## config.mk

```make
export PLATFORM = sky130hd
export DESIGN_NAME = seven_segment_decoder
export DESIGN_NICKNAME = d
export VERILOG_FILES = /design/src/rtl/seven_segment_decoder.sv
export SDC_FILE = /design/constraint.sdc
export NUM_CORES = 1
export LEC_CHECK = 0
export CAP_MARGIN = 15
export CORE_ASPECT_RATIO = 2
export CORE_MARGIN = 8
export CORE_UTILIZATION = 50
export DETAILED_ROUTE_END_ITERATION = 12
export GPL_TIMING_DRIVEN = 0
export PLACE_DENSITY = 0.77
export SYNTH_ARGS = -nofsm -noshare
export SYNTH_HDL_FRONTEND = slang
export SYNTH_SLANG_ARGS = --single-unit
```

## constraint.sdc

```tcl
create_clock -name clk -period 2.37 [get_ports clk]
set_input_delay 0.474 -clock clk [delete_from_list [all_inputs] [get_ports clk]]
set_output_delay 0.474 -clock clk [all_outputs]
set_load 0.01 [all_outputs]
```

## src/rtl/seven_segment_decoder.sv

```systemverilog
// Recovers per-digit hex values from a multiplexed active-low seven-segment bus.
// Latency: STABLE_CYCLES+2 clk from stable pins to upd/digits; no backpressure (free-running sampler).
module seven_segment_decoder #(
    parameter int NUM_DIGITS    = 4,
    parameter int STABLE_CYCLES = 4,
    parameter int CNT_W         = 8
) (
    input  logic                    clk,
    input  logic                    rst_n,
    input  logic [6:0]              s_sgmt,
    input  logic [NUM_DIGITS-1:0]   an,
    output logic [4*NUM_DIGITS-1:0] digits,
    output logic [NUM_DIGITS-1:0]   valid,
    output logic                    upd,
    output logic [1:0]              upd_idx,
    output logic                    seg_err
);
    localparam int              W      = NUM_DIGITS + 7;
    localparam logic [CNT_W-1:0] STABLE = CNT_W'(STABLE_CYCLES);
    localparam logic [6:0]      BLANK  = 7'h7F;

    if (NUM_DIGITS < 1 || NUM_DIGITS > 4) begin : g_bad_num_digits
        $error("seven_segment_decoder: NUM_DIGITS must be 1..4");
    end
    if (STABLE_CYCLES < 1 || (2 ** CNT_W) <= STABLE_CYCLES) begin : g_bad_stable
        $error("seven_segment_decoder: STABLE_CYCLES must be >=1 and fit in CNT_W");
    end

    typedef enum logic [1:0] {
        IDLE,
        SETTLE,
        CAPTURED
    } state_t;

    state_t                 state;
    logic [W-1:0]           sync1;
    logic [W-1:0]           smp;
    logic [W-1:0]           prv;
    logic [CNT_W-1:0]       cnt;
    logic [CNT_W-1:0]       cnt_nxt;
    logic [NUM_DIGITS-1:0]  smp_an;
    logic [6:0]             smp_seg;
    logic                   changed;
    logic                   one_hot;
    logic [1:0]             idx;
    logic [4:0]             dec;
    logic                   legal;
    logic [3:0]             value;

    // Returns {legal, value} for an active-low segment pattern.
    function automatic logic [4:0] decode(input logic [6:0] p);
        logic [4:0] r;
        case (p)
            7'h40:   r = {1'b1, 4'h0};
            7'h79:   r = {1'b1, 4'h1};
            7'h24:   r = {1'b1, 4'h2};
            7'h30:   r = {1'b1, 4'h3};
            7'h19:   r = {1'b1, 4'h4};
            7'h12:   r = {1'b1, 4'h5};
            7'h02:   r = {1'b1, 4'h6};
            7'h78:   r = {1'b1, 4'h7};
            7'h00:   r = {1'b1, 4'h8};
            7'h10:   r = {1'b1, 4'h9};
            7'h08:   r = {1'b1, 4'hA};
            7'h03:   r = {1'b1, 4'hB};
            7'h46:   r = {1'b1, 4'hC};
            7'h21:   r = {1'b1, 4'hD};
            7'h06:   r = {1'b1, 4'hE};
            7'h0E:   r = {1'b1, 4'hF};
            default: r = 5'h00;
        endcase
        return r;
    endfunction

    assign smp_an  = smp[W-1:7];
    assign smp_seg = smp[6:0];
    assign changed = (smp != prv);
    assign one_hot = $onehot(~smp_an);
    assign dec     = decode(smp_seg);
    assign legal   = dec[4];
    assign value   = dec[3:0];

    always_comb begin
        cnt_nxt = cnt;
        if (changed) begin
            cnt_nxt = '0;
        end else if (cnt != STABLE) begin
            cnt_nxt = cnt + 1'b1;
        end
    end

    always_comb begin
        idx = 2'd0;
        for (int i = 0; i < NUM_DIGITS; i++) begin
            if (!smp_an[i]) begin
                idx = 2'(i);
            end
        end
    end

    // Idle pins sample as all ones, i.e. no anode driven.
    always_ff @(posedge clk or negedge rst_n) begin
        if (!rst_n) begin
            sync1 <= '1;
            smp   <= '1;
            prv   <= '1;
            cnt   <= '0;
        end else begin
            sync1 <= {an, s_sgmt};
            smp   <= sync1;
            prv   <= smp;
            cnt   <= cnt_nxt;
        end
    end

    always_ff @(posedge clk or negedge rst_n) begin
        if (!rst_n) begin
            state   <= IDLE;
            digits  <= '0;
            valid   <= '0;
            upd     <= 1'b0;
            upd_idx <= 2'd0;
            seg_err <= 1'b0;
        end else begin
            upd     <= 1'b0;
            seg_err <= 1'b0;
            case (state)
                IDLE: begin
                    if (one_hot) begin
                        state <= SETTLE;
                    end
                end
                SETTLE: begin
                    if (changed) begin
                        state <= one_hot ? SETTLE : IDLE;
                    end else if (cnt_nxt == STABLE) begin
                        state <= CAPTURED;
                        for (int i = 0; i < NUM_DIGITS; i++) begin
                            if (idx == 2'(i)) begin
                                if (legal) begin
                                    digits[4*i +: 4] <= value;
                                end
                                valid[i] <= legal;
                            end
                        end
                        // A blank digit is a legitimate display state, not an error.
                        if (legal || smp_seg == BLANK) begin
                            upd     <= 1'b1;
                            upd_idx <= idx;
                        end else begin
                            seg_err <= 1'b1;
                        end
                    end
                end
                CAPTURED: begin
                    if (changed) begin
                        state <= one_hot ? SETTLE : IDLE;
                    end
                end
                default: state <= IDLE;
            endcase
        end
    end
endmodule

```

==> key figures <==
Placed design
  • DP HPWL: 4718 um
  • I/O Buffers: 36
  • GPL Wtd Cong: 0.9945
  • Cell Area, Placed: 3538 um^2
  • DP Worst Slack: -0.2267 ns

Setup path
  • Critical path's slowest cell: dfstp_2
  • Critical path arrival: 2.62 ns
  • Worst-path fanout max: 8
  • Worst setup SP type: register
  • Delay-heaviest family, CP: buffers and inverters
  • CP Cell Sequence: buf_6 -> buf_4 -> buf_4 -> nand2_1 -> o32ai_1 -> or3_4 -> buf_8 -> nand4_1 -> buf_6 -> mux2_1
  • WP buf/inv: 5
  • Crit path kind: register to register
  • Slowest stage delay, CP: 0.56 ns
  • CP Capture Type: register
  • Required time of the critical path: 2.58 ns

Hold path
  • Hold Crit Class: input pin to asynchronous set/reset pin

Floorplanning
  • Die Y: 127.1 um
  • Starting Density: 0.5135
  • I/O pins: 37
  • Rows: 40
  • Die X: 71.54 um
  • Die footprint: 9090 um^2
  • Core area: 6006 um^2

Cells and area
  • Most common cell after layout, fill and taps aside: clkdlybuf4s50_1
  • Most frequent cells in the layout: clkdlybuf4s50_1 (35), dfrtp_1 (34), dfstp_2 (33)
  • Design area: 4252 um^2
  • Area occupied by multi-input gates: 1378 um^2
  • Register area: 1718 um^2
  • Area growth from synthesis to layout: 37.85%
  • Final Net Count: 348
  • Share of post-route cells with drive strength above 1: 0.4090
  • Filler instances: 412
  • # diodes: 0

Route
  • Antenna-violating nets left: 0
  • DR pass1 iterations: 4
  • Via count: 2326
  • Avg WL per Cell: 18.82 um
  • Detailed Route WL: 7491 um
  • Initial DRC count: 125
  • DR vias/cell: 5.844
  • Drt drc: 0

Clock network
  • Htree depth: 3
  • Clock Tree Root: clkbuf_16
  • Worst skew pair latency: 0.34 ns
  • Buffer levels on the longest clock path: 2
  • Clock slew at reported path FFs: 0.06 ns
  • Clock Sinks: 67
  • CTS tree: built
  • Number of CTS-inserted buffers: 9

GRT
  • GRT Resource Usage Total: 0.1578
  • Initial antenna violation count: 0
  • Vias in the first global route: 2262
  • Grt ovf: 0
  • Largest net degree at the start of global routing: 39
  • First-pass GRT wire length: 10930 um

Yosys
  • Yosys warnings: 0
  • Dominant cells by area after synthesis: dfstp_2 (28%), dfrtp_1 (28%), xor2_1 (4.3%)
  • EDFF count, synth: 0
  • Sequential cell area fraction in the yosys report: 0.5570
  • Mapped Area: 3084 um^2
  • Distinct cells, synth: 53
  • Avg Inst Size Synth: 12.39 um^2
  • Fraction of registers with async set/reset: 1.000
  • Syn Nets: 267
  • Post-Synthesis Cells: 249
  • Primary FF master, synth: dfrtp_1
  • Post-synth top area cell: dfstp_2
  • Flops & latches, synth: 67
  • Share of the synthesized area in the top cell type: 0.2811

Timing
  • Final period util: 1.017
  • Clock skew: 0.006974 ns
  • Worst Max-Slew Pin Slew: 0.6709 ns
  • Final number of hold-violating endpoints: 0
  • Slew HR: 0.5513
  • Final worst slack: -0.04070 ns
  • Tmin final: 2.411 ns
  • Final setup viols: 11
  • Slew Limit Fails: 0
  • Fmax: 414.8 MHz
  • Final TNS setup: -0.2516 ns
  • RSZ-0062 raised after global routing: yes
  • Hold_ws: 0.1687 ns

Power and ir drop
  • Lkg Pwr: 1.866 nW
  • Worst VDD drop: 0.5552 mV
  • Pwr Total: 2.699 mW
  • Power Density: 634.9 nW/um^2

Flow run
  • Max cap viols: 0

Outcome
  • Status: finished, violations left
  • Failing checks: setup timing
==> synthesized netlist by cell type, types with 2 or more instances <==
cell,number
buf_2,7
nand2b_1,3
and4_1,2
and3_1,2
nand4_4,2
or3_1,2
mux2_4,4
nor4bb_1,2
nor3_1,8
nor4_1,4
dfstp_2,33
a31oi_1,4
ha_1,4
nand3_1,11
buf_6,2
inv_1,11
nand4_1,6
dfrtp_1,34
mux2_2,11
mux2_1,6
nor2_1,19
nor3b_1,2
xor2_1,15
a21oi_1,7
o21ai_0,4
or2_2,2
nor3_2,2
nand2_1,9
and2_1,3
a22o_1,2
nor4_4,2
o32ai_1,3
==> cells by family (layout without fill, tap and decap cells) <==
logic type / Yosys count / count (layout) / share of synthesized area
AND/OR/NAND/NOR: 88 / 88 / 0.1838
flip-flops: 67 / 67 / 0.5570
AO/OA/AOI/OAI: 29 / 29 / 0.06654
multiplexers: 21 / 21 / 0.08154
buffers and inverters: 21 / 107 / 0.03448
XOR/XNOR: 17 / 17 / 0.05071
adder cells (fa/ha/maj): 6 / 6 / 0.02596
==> worst paths after layout <==
path,from,endpoint,slack [ns],cells past startpoint
setup / recovery,smp[4]$_DFF_PN1_,digits[13]$_DFFE_PN0P_,-0.04,10
hold / removal,rst_n,valid[2]$_DFFE_PN0P_,0.17,1
setup reg to reg,smp[4]$_DFF_PN1_,digits[13]$_DFFE_PN0P_,-0.04,10
hold reg to reg,sync1[7]$_DFF_PN1_,smp[7]$_DFF_PN1_,0.35,0
max in group asynchronous,rst_n,smp[5]$_DFF_PN1_,1.51,2
min in group clk,sync1[7]$_DFF_PN1_,smp[7]$_DFF_PN1_,0.35,0
==> registers in the layout, summed over array words and instances, names as in the netlist <==
name / cells
cnt: 8
state: 2
valid: 4
prv: 11
seg_err: 1
smp: 11
upd_idx: 2
digits: 16
upd: 1
sync1: 11
==> what timing repair did <==
action / in CTS / in global routing
pin swaps: 9 / 13
setup buffers: 6 / 26
cloned: 0 / 1
endpoints found under the setup margin: 20 / 18
hold buffers: 0 / 0
resized for setup: 17 / 24
==> routing by layer <==
metal / vias up / track usage / part of all wire
met5: - / 0 / 0
met4: 0 / 0.09212 / 0.042
met3: 36 / 0.05172 / 0.043
met2: 92 / 0.2849 / 0.56
met1: 1148 / 0.1490 / 0.36
li1: 1050 / - / -
==> layout make-up <==
cell class                      instances  share of cell area
Sequential cell                        67              0.4041
Clock inverter                          4            0.005886
Clock buffer                           12             0.06033
Inverter                               11            0.009712
Buffer                                 10             0.02649
Timing Repair Buffer                   70              0.1510
Multi-Input combinational cell        161              0.3240
Tap cell                               63             0.01854
==> metrics by stage <==
| step | cells | utilization |
|---|---|---|
| after global routing | 398 | 0.7079 |
| after floorplan | 249 | - |
| after detailed placement | 349 | 0.5892 |
| after CTS | 371 | 0.6546 |
| after global placement | 348 | 0.5867 |
| final | 398 | 0.7079 |
==> where the power goes <==
group / total, mW / switching (mW) / internal [mW]
registers: 1.23 / 0.0308 / 1.20
clock network: 1.23 / 0.471 / 0.760
logic: 0.237 / 0.123 / 0.113
Note: power is estimated with default switching activity, not from simulation.
